**src/rtl/qnigma_rtr_sol.sv**
```systemverilog
// Router Solicitation scheduler. After link-up it waits a pseudo-random
// delay, then requests RS transmissions at a fixed interval until the
// router-information stage reports a router. An unanswered burst raises
// rs_fail, backs off, and then restarts. Losing a detected router
// re-arms the random delay.
module qnigma_rtr_sol #(
  parameter int          RS_MAX        = 3,
  parameter int          RS_INTERVAL_S = 4,
  parameter int          RS_BACKOFF_S  = 60,
  parameter int          DLY_W         = 10,
  parameter logic [15:0] SEED          = 16'hACE1
) (
  input  logic       clk,
  input  logic       rst,
  input  logic       tick_ms,
  input  logic       tick_s,
  input  logic       en,
  input  logic       rtr_det,
  output logic       rs_req,
  input  logic       rs_ack,
  output logic [7:0] rs_cnt,
  output logic       rs_fail,
  output logic       sol_done
);

  typedef enum logic [2:0] {
    S_IDLE  = 3'd0,
    S_DELAY = 3'd1,
    S_SEND  = 3'd2,
    S_WAIT  = 3'd3,
    S_FAIL  = 3'd4,
    S_DONE  = 3'd5
  } state_t;

  localparam logic [7:0]       RS_MAX_C  = 8'(RS_MAX);
  localparam logic [15:0]      IVL_C     = 16'(RS_INTERVAL_S);
  localparam logic [15:0]      BO_C      = 16'(RS_BACKOFF_S);
  localparam logic [DLY_W-1:0] DLY_ONE   = {{(DLY_W-1){1'b0}}, 1'b1};

  state_t           state_q, state_d;
  logic [15:0]      lfsr_q, lfsr_d;
  logic [DLY_W-1:0] dly_q, dly_d;
  logic [15:0]      ivl_q, ivl_d;
  logic [15:0]      bo_q, bo_d;
  logic             req_q, req_d;
  logic [7:0]       cnt_q, cnt_d;
  logic             fail_q, fail_d;
  logic             done_q, done_d;

  // Galois form of x^16+x^14+x^13+x^11+1; a non-zero seed never reaches 0
  always_comb begin
    lfsr_d = {1'b0, lfsr_q[15:1]} ^ (lfsr_q[0] ? 16'hB400 : 16'h0000);
  end

  // LFSR free-runs every clock outside reset
  always_ff @(posedge clk) begin
    if (!rst) lfsr_q <= SEED;
    else      lfsr_q <= lfsr_d;
  end

  // Next-state and next-output logic; outputs are registered from these
  always_comb begin
    state_d = state_q;
    dly_d   = dly_q;
    ivl_d   = ivl_q;
    bo_d    = bo_q;
    req_d   = 1'b0;
    cnt_d   = cnt_q;
    fail_d  = fail_q;
    done_d  = done_q;

    if (!en) begin
      // Link down beats everything, including a same-cycle ack
      state_d = S_IDLE;
      dly_d   = '0;
      ivl_d   = '0;
      bo_d    = '0;
      cnt_d   = '0;
      fail_d  = 1'b0;
      done_d  = 1'b0;
    end else begin
      unique case (state_q)
        S_IDLE: begin
          dly_d   = lfsr_q[DLY_W-1:0];
          state_d = S_DELAY;
        end

        S_DELAY: begin
          if (rtr_det) begin
            state_d = S_DONE;
            done_d  = 1'b1;
            cnt_d   = '0;
          end else if (dly_q == '0) begin
            state_d = S_SEND;
            req_d   = 1'b1;
          end else if (tick_ms) begin
            dly_d = dly_q - DLY_ONE;
          end
        end

        S_SEND: begin
          // Request stays up until accepted, even if a router shows up
          req_d = 1'b1;
          if (rs_ack && req_q) begin
            req_d = 1'b0;
            cnt_d = (cnt_q == 8'hFF) ? 8'hFF : cnt_q + 8'd1;
            ivl_d = IVL_C;
            if (rtr_det) begin
              state_d = S_DONE;
              done_d  = 1'b1;
              cnt_d   = '0;
            end else begin
              state_d = S_WAIT;
            end
          end
        end

        S_WAIT: begin
          if (rtr_det) begin
            state_d = S_DONE;
            done_d  = 1'b1;
            cnt_d   = '0;
          end else if (ivl_q == '0) begin
            if (cnt_q < RS_MAX_C) begin
              state_d = S_SEND;
              req_d   = 1'b1;
            end else begin
              state_d = S_FAIL;
              bo_d    = BO_C;
              fail_d  = 1'b1;
            end
          end else if (tick_s) begin
            ivl_d = ivl_q - 16'd1;
          end
        end

        S_FAIL: begin
          fail_d = 1'b1;
          if (rtr_det) begin
            state_d = S_DONE;
            fail_d  = 1'b0;
            done_d  = 1'b1;
            cnt_d   = '0;
          end else if (bo_q == '0) begin
            state_d = S_SEND;
            fail_d  = 1'b0;
            cnt_d   = '0;
            req_d   = 1'b1;
          end else if (tick_s) begin
            bo_d = bo_q - 16'd1;
          end
        end

        S_DONE: begin
          done_d = 1'b1;
          cnt_d  = '0;
          if (!rtr_det) begin
            // Router expired: re-arm with a fresh random delay
            done_d  = 1'b0;
            dly_d   = lfsr_q[DLY_W-1:0];
            state_d = S_DELAY;
          end
        end

        default: begin
          state_d = S_IDLE;
        end
      endcase
    end
  end

  // State, counters and registered outputs
  always_ff @(posedge clk) begin
    if (!rst) begin
      state_q <= S_IDLE;
      dly_q   <= '0;
      ivl_q   <= '0;
      bo_q    <= '0;
      req_q   <= 1'b0;
      cnt_q   <= '0;
      fail_q  <= 1'b0;
      done_q  <= 1'b0;
    end else begin
      state_q <= state_d;
      dly_q   <= dly_d;
      ivl_q   <= ivl_d;
      bo_q    <= bo_d;
      req_q   <= req_d;
      cnt_q   <= cnt_d;
      fail_q  <= fail_d;
      done_q  <= done_d;
    end
  end

  assign rs_req   = req_q;
  assign rs_cnt   = cnt_q;
  assign rs_fail  = fail_q;
  assign sol_done = done_q;

endmodule

```
**config.mk**
```make
export PLATFORM = sky130hd
export DESIGN_NAME = qnigma_rtr_sol
export DESIGN_NICKNAME = d
export VERILOG_FILES = /design/src/rtl/qnigma_rtr_sol.sv
export SDC_FILE = /design/constraint.sdc
export NUM_CORES = 1
export LEC_CHECK = 0
export CAP_MARGIN = 40
export CORE_ASPECT_RATIO = 1.5
export CORE_MARGIN = 5
export CORE_UTILIZATION = 65
export CTS_CLUSTER_SIZE = 12
export DETAILED_ROUTE_END_ITERATION = 8
export PLACE_DENSITY = 0.91
export SLEW_MARGIN = 15
export SYNTH_ARGS = -nofsm -noshare
export SYNTH_HDL_FRONTEND = slang
export SYNTH_SLANG_ARGS = --single-unit
```
**constraint.sdc**
```tcl
create_clock -name clk -period 7.9 [get_ports clk]
set_clock_uncertainty 0.15 [all_clocks]
set_input_delay 1.58 -clock clk [delete_from_list [all_inputs] [get_ports clk]]
set_output_delay 1.58 -clock clk [all_outputs]
set_load 0.01 [all_outputs]
```
==> results of run 1 <==
final timing paths:
path                                 to  slack [ns]
setup / recovery  bo_q[11]$_SDFFE_PN0P_        3.64
hold / removal    lfsr_q[11]$_SDFF_PN1_        0.28
setup reg to reg  bo_q[11]$_SDFFE_PN0P_        4.69
hold reg to reg   lfsr_q[11]$_SDFF_PN1_        0.28
state kept, by name, indices dropped and copies added (netlist names):
register	count
dly_q	10
sol_done	1
state_q	3
rs_req	1
lfsr_q	16
bo_q	16
rs_fail	1
rs_cnt	8
ivl_q	16
metal layers:
layer | vias up | global-route usage, % | routed length (um)
met4 | 0 | 14.5 | 300
met3 | 34 | 5.68 | 554
met1 | 1773 | 29.0 | 3790
met2 | 162 | 41.0 | 4710
li1 | 1802 | - | -
met5 | - | 0 | 0
per-stage QoR:
step           hold slack [ns]  instances  util (%)
2_1_floorplan            0.236        487         -
3_3_place_gp             0.253        552      68.4
3_5_place_dp             0.259        553      68.7
4_1_cts                  0.286        569      72.5
5_1_grt                  0.305        571      72.9
6_report                 0.280        571      72.9
cell families (layout without fill, tap and decap cells):
logic type / Yosys count / count (layout)
adders and majority gates: 7 / 7
xor gates and xnor gates: 16 / 16
DFF: 72 / 72
and+or+nand+nor: 200 / 200
AOI/OAI and AO/OA: 131 / 131
muxes: 15 / 15
buffers and inverters: 46 / 56
power by group through the flow:
stage	clock, uW	sequential (uW)	combinational (uW)
4_1_cts	339	383	71.2
5_1_grt	357	382	84.8
2_1_floorplan	0	386	57.9
3_5_place_dp	0	391	70.4
3_3_place_gp	0	391	67.1
6_report	338	381	75.8
cell type report:
cell class | count | area share, %
inverter | 19 | 1.61
clock inverter | 4 | 1.72
timing repair buffer | 21 | 4.85
sequential | 72 | 32.5
multi-input combinational | 369 | 53.7
clock buffer | 12 | 3.50
tap | 74 | 2.09
placed cells by master (no fill, tap or decap), types with 11 or more instances in the layout:
cell type         n
mux2i_1          15
clkbuf_8         11
nor4_1           12
a21oi_1          23
nor2_1           40
o21ai_0          26
xnor2_1          15
clkdlybuf4s50_1  17
nand2_1          47
inv_1            19
a211oi_1         22
and2_1           11
dfxtp_1          72
nand2b_1         23
==> results.cfg, run 1 <==
[status]
status = finished, final reports clean

[hold_path]
min_path_cells = 1
hold_path.startpoint = lfsr_q[12]$_SDFF_PN0_
hold_class = reg -> reg

[cts]
clk_pin_slew_ns = 0.07
cts_hold_buf = 0
clk_latency_ns = 0.37
post_cts_buffers = 0
clock_path_buffers = 2
htreeDepth = 3
numCtsBuffers = 9
root_buffer = clkbuf_8
clock_sinks = 72
cts_resized = 0
tritoncts = built

[power]
seqPwrFrac_pct = 48.0
ir_drop_uv = 169
power_switching_uw = 197
p_per_area_nw_per_um2 = 179
total_power_uw = 794
pwr-share-clk_pct = 42.5
p_leak_uw = 0.00162
internal-power_uw = 598
p_sw_share_pct = 24.8
power_frac_comb_pct = 9.5

[floorplanning]
ios = 18
die_area_um2 = 7880
coreArea_um2 = 6090
die_w_um = 74.2
die_h_um = 106
start_util_pct = 66.0
rows = 35

[sta]
tightest_slew_ns = 0.735
worst_slack_ns = 3.64
fmax_ghz = 0.235
rsz0062_at_grt = false
setup_tns_ns = 0
fin_crit_sh_pct = 53.9
slew_headroom_pct = 50.5
maxSlewViolCount = 0
hold_violations = 0
setup_viol = 0
fin_crit_ns = 4.26

[drt]
drt-total-wl_um = 9360
avgRoutedWirePerCell_um = 16.4
drc = 0
via_count = 3771
ant_nets = 0
first_iter_violations = 336
viasPerCell = 6.60
drt_pass1_iterations = 6

[cells_and_area]
area_growth_pct = 10.5
final_layout_size_suffix_gt1_share_pct = 7.85
diodes = 0
fillers = 437
multiInputGateArea_um2 = 2380
ff_latch_area_um2 = 1440
finalNetCount = 506
design_area_um2 = 4440

[placed_design]
dp_slack_ns = 3.33
place_congestion = 0.880
port_buffers = 17
dpl_cell_area_um2 = 4180
dpl.hpwl_um = 6260

[synth]
synth_nets = 501
yosysMostFrequentCell = dfxtp_1
synth_area_leader_cell = dfxtp_1
syn_area_per_cell_um2 = 8.24
synth_xor_area_share_pct = 3.49
synthTopCellsByArea = dfxtp_1 (36%), nand2_1 (4.4%), a211oi_1 (4.1%)
synth_simple_gate_area_share_pct = 26.1
muxShareOfSynthArea_pct = 3.74
ys_async_sr_fraction_pct = 0
synthesis.area_um2 = 4020
synth_compound_area_share_pct = 23.8
synth_common_cells = dfxtp_1 (72), nand2_1 (47), nor2_1 (40), o21ai_0 (26)
synthFlopType = dfxtp_1
synthAdderAreaFrac_pct = 2.18
synth_top_family_by_area = simple AND/OR/NAND/NOR gates
yosysUniqueCellTypes = 62
synth_top_area_share_pct = 35.9
synthesis.instances = 487
ys_warn_count = 0
synth.yosys.seq_area_share_pct = 35.9
synth_edf_count = 0
synth-seq-cells = 72

[flow_run]
cap_violations = 0

[worst_setup_path]
path_cells = clkdlybuf4s50_1, nor2b_1, a32o_1, o31a_1, nand2b_1, mux2i_1
start_kind = input port
cp_data_arrival_time_ns = 4.39
cp.required_ns = 8.03
critPathSlowestCell = clkdlybuf4s50_1
r2r_start = state_q[2]$_SDFFE_PN0P_
crit_start = rtr_det
r2r_cells = 5
endpoint_kind = flop
cp_top_family = compound AO/OA/AOI/OAI gates
critPathMaxFanout = 23
critPathMaxStageDelay_ns = 0.85
critPathBufInv = 1
worstSetupPathType = in -> reg
path_depth = 6

[grt]
grt_pass1_wl_um = 16000
antenna_found_initial = 0
grt.total_usage_pct = 25.0
grt_overflow = 0
grt_max_degree = 32
grt_pass1_vias = 3707
Note: power is estimated with default switching activity, not from simulation.
==> run 2, diff against run 1 <==
Settings changed: CORE_UTILIZATION 65 to 55, PLACE_DENSITY 0.91 to 0.82.
Clock period 7.9 ns to 3.6 ns, I/O delays scaled along.
==> results.cfg, run 2 (same netlist as run 1, synthesis figures left out) <==
[grt]
grt.total_usage_pct = 21.3
grt_pass1_wl_um = 15800
use_met3_pct = 4.02
grt_use_met2_pct = 36.5
grt_pass1_vias = 3547
use_met1_pct = 24.3
grt_overflow = 0
grt_max_degree = 24
top_usage_layer = met2
antenna_found_initial = 0

[cts]
cts_resized = 0
clk_pin_slew_ns = 0.08
post_cts_buffers = 0
clk_latency_ns = 0.36
clock_sinks = 72
htreeDepth = 3
root_buffer = clkbuf_8
cts_hold_buf = 0
clock_path_buffers = 2
tritoncts = built
numCtsBuffers = 9

[status]
status = finished, final reports clean

[drt]
via_count = 3722
first_iter_violations = 249
drc = 0
avgRoutedWirePerCell_um = 15.2
drt-total-wl_um = 9170
drt_pass1_iterations = 5
ant_nets = 0
viasPerCell = 6.18

[placed_design]
dpl.hpwl_um = 6330
dp_slack_ns = 0.493
place_congestion = 0.890
port_buffers = 17
dpl_cell_area_um2 = 4260

[cells_and_area]
finalNetCount = 511
final_layout_size_suffix_gt1_share_pct = 8.76
diodes = 0
multiInputGateArea_um2 = 2380
fillers = 632
top_regs = bo_q (16), ivl_q (16), lfsr_q (16)
fin_util_pct = 61.9
area_growth_pct = 10.7
final_cell_mix = dfxtp_1 (72), nand2_1 (47), nor2_1 (40), o21ai_0 (26)
design_area_um2 = 4440
ff_latch_area_um2 = 1440
layout_commonest_cell = dfxtp_1

[sta]
worst_slack_ns = 0.733
slew_headroom_pct = 41.8
tightest_slew_ns = 0.873
setup_viol = 0
setup_tns_ns = 0
rsz0062_at_grt = false
fin_crit_sh_pct = 79.6
fin_crit_ns = 2.87
fmax_ghz = 0.349
holdWs_ns = 0.286
maxSlewViolCount = 0
hold_violations = 0

[hold_path]
hold_class = reg -> reg

[power]
p_leak_uw = 0.00162
ir_drop_uv = 315
p_per_area_nw_per_um2 = 358

[floorplanning]
ios = 18
start_util_pct = 55.9
coreArea_um2 = 7180
die_w_um = 79.8
rows = 38
die_area_um2 = 9140
die_h_um = 115

[worst_setup_path]
critPathSlowestCell = or4_4
cp_data_arrival_time_ns = 2.94
worstSetupPathType = reg -> reg
start_kind = flop
critPathMaxStageDelay_ns = 0.62
path_cells = inv_1, ha_1, or4b_1, or4_4, or2_4, a2111oi_0, nor3_1
endpoint_kind = flop
cp.required_ns = 3.67
critPathMaxFanout = 14
cp_top_family = simple AND/OR/NAND/NOR gates
critPathBufInv = 1

[flow_run]
cap_violations = 0
==> run 2: cell count changes in the layout (fill, tap and decap cells not counted), sizes merged <==
cell | previous run | this run
clkinvlp | 1 | 2
bufinv | 2 | 0
clkinv | 1 | 2
buf | 4 | 9
==> run 2: final timing paths <==
| kind | from | slack [ns] | cells past startpoint | to |
|---|---|---|---|---|
| max | ivl_q[0]$_SDFFE_PN0P_ | 0.73 | 7 | bo_q[5]$_SDFFE_PN0P_ |
| min | lfsr_q[12]$_SDFF_PN0_ | 0.29 | 1 | lfsr_q[11]$_SDFF_PN1_ |
| max reg2reg | ivl_q[0]$_SDFFE_PN0P_ | 0.73 | 7 | bo_q[5]$_SDFFE_PN0P_ |
| min reg2reg | lfsr_q[12]$_SDFF_PN0_ | 0.29 | 1 | lfsr_q[11]$_SDFF_PN1_ |
==> run 2: final cells by class <==
type	count	share of cell area, %
well taps	100	2.82
repair buffers	26	5.35
clock buffers	12	3.49
clock inverters	4	0.648
flip-flops and latches	72	32.4
inverters	19	1.61
multi-input cells	369	53.6
==> run 2: layer usage <==
metal	vias up	routed length (um)
met2	111	4670
met4	0	233
met5	-	0
li1	1805	-
met3	19	395
met1	1787	3870
==> run 2: metrics by stage <==
step	std cells	power [uW]
3_5_place_dp	586	1020
3_3_place_gp	586	1010
6_report	602	1590
5_1_grt	602	1670
2_1_floorplan	487	974
4_1_cts	602	1610
==> run 2: worst register-to-register path, delay by kind of cell, from the launching register on <==
kind	cells	cell delay (ns)
AND/OR/NAND/NOR	4	1.57
AO/OA/AOI/OAI	1	0.44
buffers and inverters	1	0.09
adder cells (fa/ha/maj)	1	0.14
flip-flops	1	0.35
==> run 2: where the power goes <==
part | leakage [uW] | switching (uW) | internal (uW)
Sequential | 0.000586 | 19.9 | 818
Clock | 0.0000886 | 305 | 288
Combinational | 0.000943 | 99.3 | 62.8
Total | 0.00162 | 424 | 1170
==> run 3, diff against run 2 <==
Clock period 3.6 ns to 2.4 ns, I/O delays scaled along.
==> results.cfg, run 3 (same netlist as run 1, synthesis figures left out) <==
[grt]
grt_pass1_wl_um = 18900
grt_overflow = 0
grt.total_usage_pct = 25.6
antenna_found_initial = 0
grt_pass1_vias = 4132
grt_max_degree = 20

[power]
p_leak_uw = 0.00201
ir_drop_uv = 508
total_power_uw = 2500
p_per_area_nw_per_um2 = 475

[floorplanning]
ios = 18
die_w_um = 79.8
die_area_um2 = 9140
start_util_pct = 55.9
die_h_um = 115
coreArea_um2 = 7180
rows = 38

[cells_and_area]
final_cell_mix = dfxtp_1 (70), buf_4 (68), nand2_1 (47), nor2_1 (39), o21ai_0 (26)
finalNetCount = 579
layout_commonest_cell = dfxtp_1
multiInputGateArea_um2 = 2600
final_layout_size_suffix_gt1_share_pct = 24.6
area_growth_pct = 30.9
top_regs = bo_q (16), ivl_q (16), lfsr_q (16)
ff_latch_area_um2 = 1440
fillers = 498
diodes = 0
design_area_um2 = 5260

[drt]
first_iter_violations = 271
drt-total-wl_um = 11100
via_count = 4085
viasPerCell = 6.10
avgRoutedWirePerCell_um = 16.6
drt_pass1_iterations = 5
ant_nets = 0
drc = 0

[worst_setup_path]
reg2reg_setup_slack_ns = -0.23
reg2reg_to = bo_q[8]$_SDFFE_PN0P_
cp.required_ns = 2.53
r2r_start = ivl_q[0]$_SDFFE_PN0P_
critPathMaxStageDelay_ns = 0.52
r2r_cells = 7
endpoint_kind = flop
start_kind = flop
crit_path_end = bo_q[8]$_SDFFE_PN0P_
cp_data_arrival_time_ns = 2.76
crit_start = ivl_q[0]$_SDFFE_PN0P_
worstSetupPathType = reg -> reg
path_cells = inv_2, ha_1, or4b_4, or4_4, or2_4, a211oi_1, mux2i_1
critPathSlowestCell = or4_4
critPathMaxFanout = 7

[cts]
root_buffer = clkbuf_8
tritoncts = built
numCtsBuffers = 9
clock_path_buffers = 2
clock_sinks = 72
clk_pin_slew_ns = 0.08
htreeDepth = 3
clk_latency_ns = 0.36

[hold_path]
min_path_cells = 1
hold_class = reg -> reg

[status]
violations = setup timing
status = finished with violations

[placed_design]
dpl.hpwl_um = 7300
port_buffers = 17
dp_slack_ns = -0.206
place_congestion = 0.885
dpl_cell_area_um2 = 4760

[sta]
rsz0062_at_grt = true
tightest_slew_ns = 0.802
hold_violations = 0
setup_viol = 23
setup_tns_ns = -3.25
worst_slack_ns = -0.230
fin_crit_ns = 2.63
maxSlewViolCount = 0
fmax_ghz = 0.380
slew_headroom_pct = 46.2
fin_crit_sh_pct = 110

[flow_run]
cap_violations = 0
[run 3: stage by stage]
| step | hold WS [ns] | util [%] | std cells |
|---|---|---|---|
| floorplan | 0.236 | - | 487 |
| global placement | 0.252 | 66.3 | 647 |
| detailed placement | 0.271 | 66.3 | 647 |
| CTS | 0.293 | 71.9 | 672 |
| global route | 0.319 | 73.2 | 670 |
| finish | 0.284 | 73.2 | 670 |
[run 3: final cells by class]
cell class                 instances  share of cell area, %
timing repair buffer              93                   15.6
sequential                        72                   27.5
clock inverter                     4                  0.524
multi-input combinational        370                   49.5
inverter                          19                   1.36
clock buffer                      12                   3.14
tap                              100                   2.38
[run 3: per-layer routing]
metal | track usage [%] | up-vias | wire [um]
li1 | - | 1941 | -
met1 | 28.4 | 1946 | 4350
met2 | 45.6 | 153 | 5790
met3 | 4.88 | 45 | 528
met4 | 13.5 | 0 | 474
met5 | 0 | - | 0
[run 3: where the power goes]
group,internal [uW],switching [uW],leakage [uW]
combinational,140,175,0.00133
clock,458,471,0.0000906
sequential,1230,27.0,0.000587
[run 3: worst min-delay path by stage]
| stage | slack (ns) | start | to |
|---|---|---|---|
| 2_1_floorplan | 0.24 | lfsr_q[12]$_SDFF_PN0_ | lfsr_q[11]$_SDFF_PN1_ |
| 3_3_place_gp | 0.25 | lfsr_q[12]$_SDFF_PN0_ | lfsr_q[11]$_SDFF_PN1_ |
| 6_report | 0.28 | lfsr_q[12]$_SDFF_PN0_ | lfsr_q[11]$_SDFF_PN1_ |
| 4_1_cts | 0.29 | lfsr_q[12]$_SDFF_PN0_ | lfsr_q[11]$_SDFF_PN1_ |
| 3_5_place_dp | 0.27 | lfsr_q[12]$_SDFF_PN0_ | lfsr_q[11]$_SDFF_PN1_ |
| 5_1_grt | 0.32 | lfsr_q[12]$_SDFF_PN0_ | lfsr_q[11]$_SDFF_PN1_ |
[run 3: critical path, delay by kind of cell (launching register included)]
family                   cells  cell delay [ns]
multiplexers                 1             0.24
flip-flops                   1             0.33
AND/OR/NAND/NOR              3             1.30
adder cells (fa/ha/maj)      1             0.13
buffers and inverters        1             0.05
AO/OA/AOI/OAI                1             0.34
[run 3: what timing repair did]
item / in CTS / in global routing
pin swaps: 9 / 12
resized for setup: 26 / 24
setup endpoints to repair: 25 / 28
gates cloned: 4 / 0
hold buffers: 0 / 0
buffers inserted: 5 / 2
endpoints found under the hold margin: 0 / 0
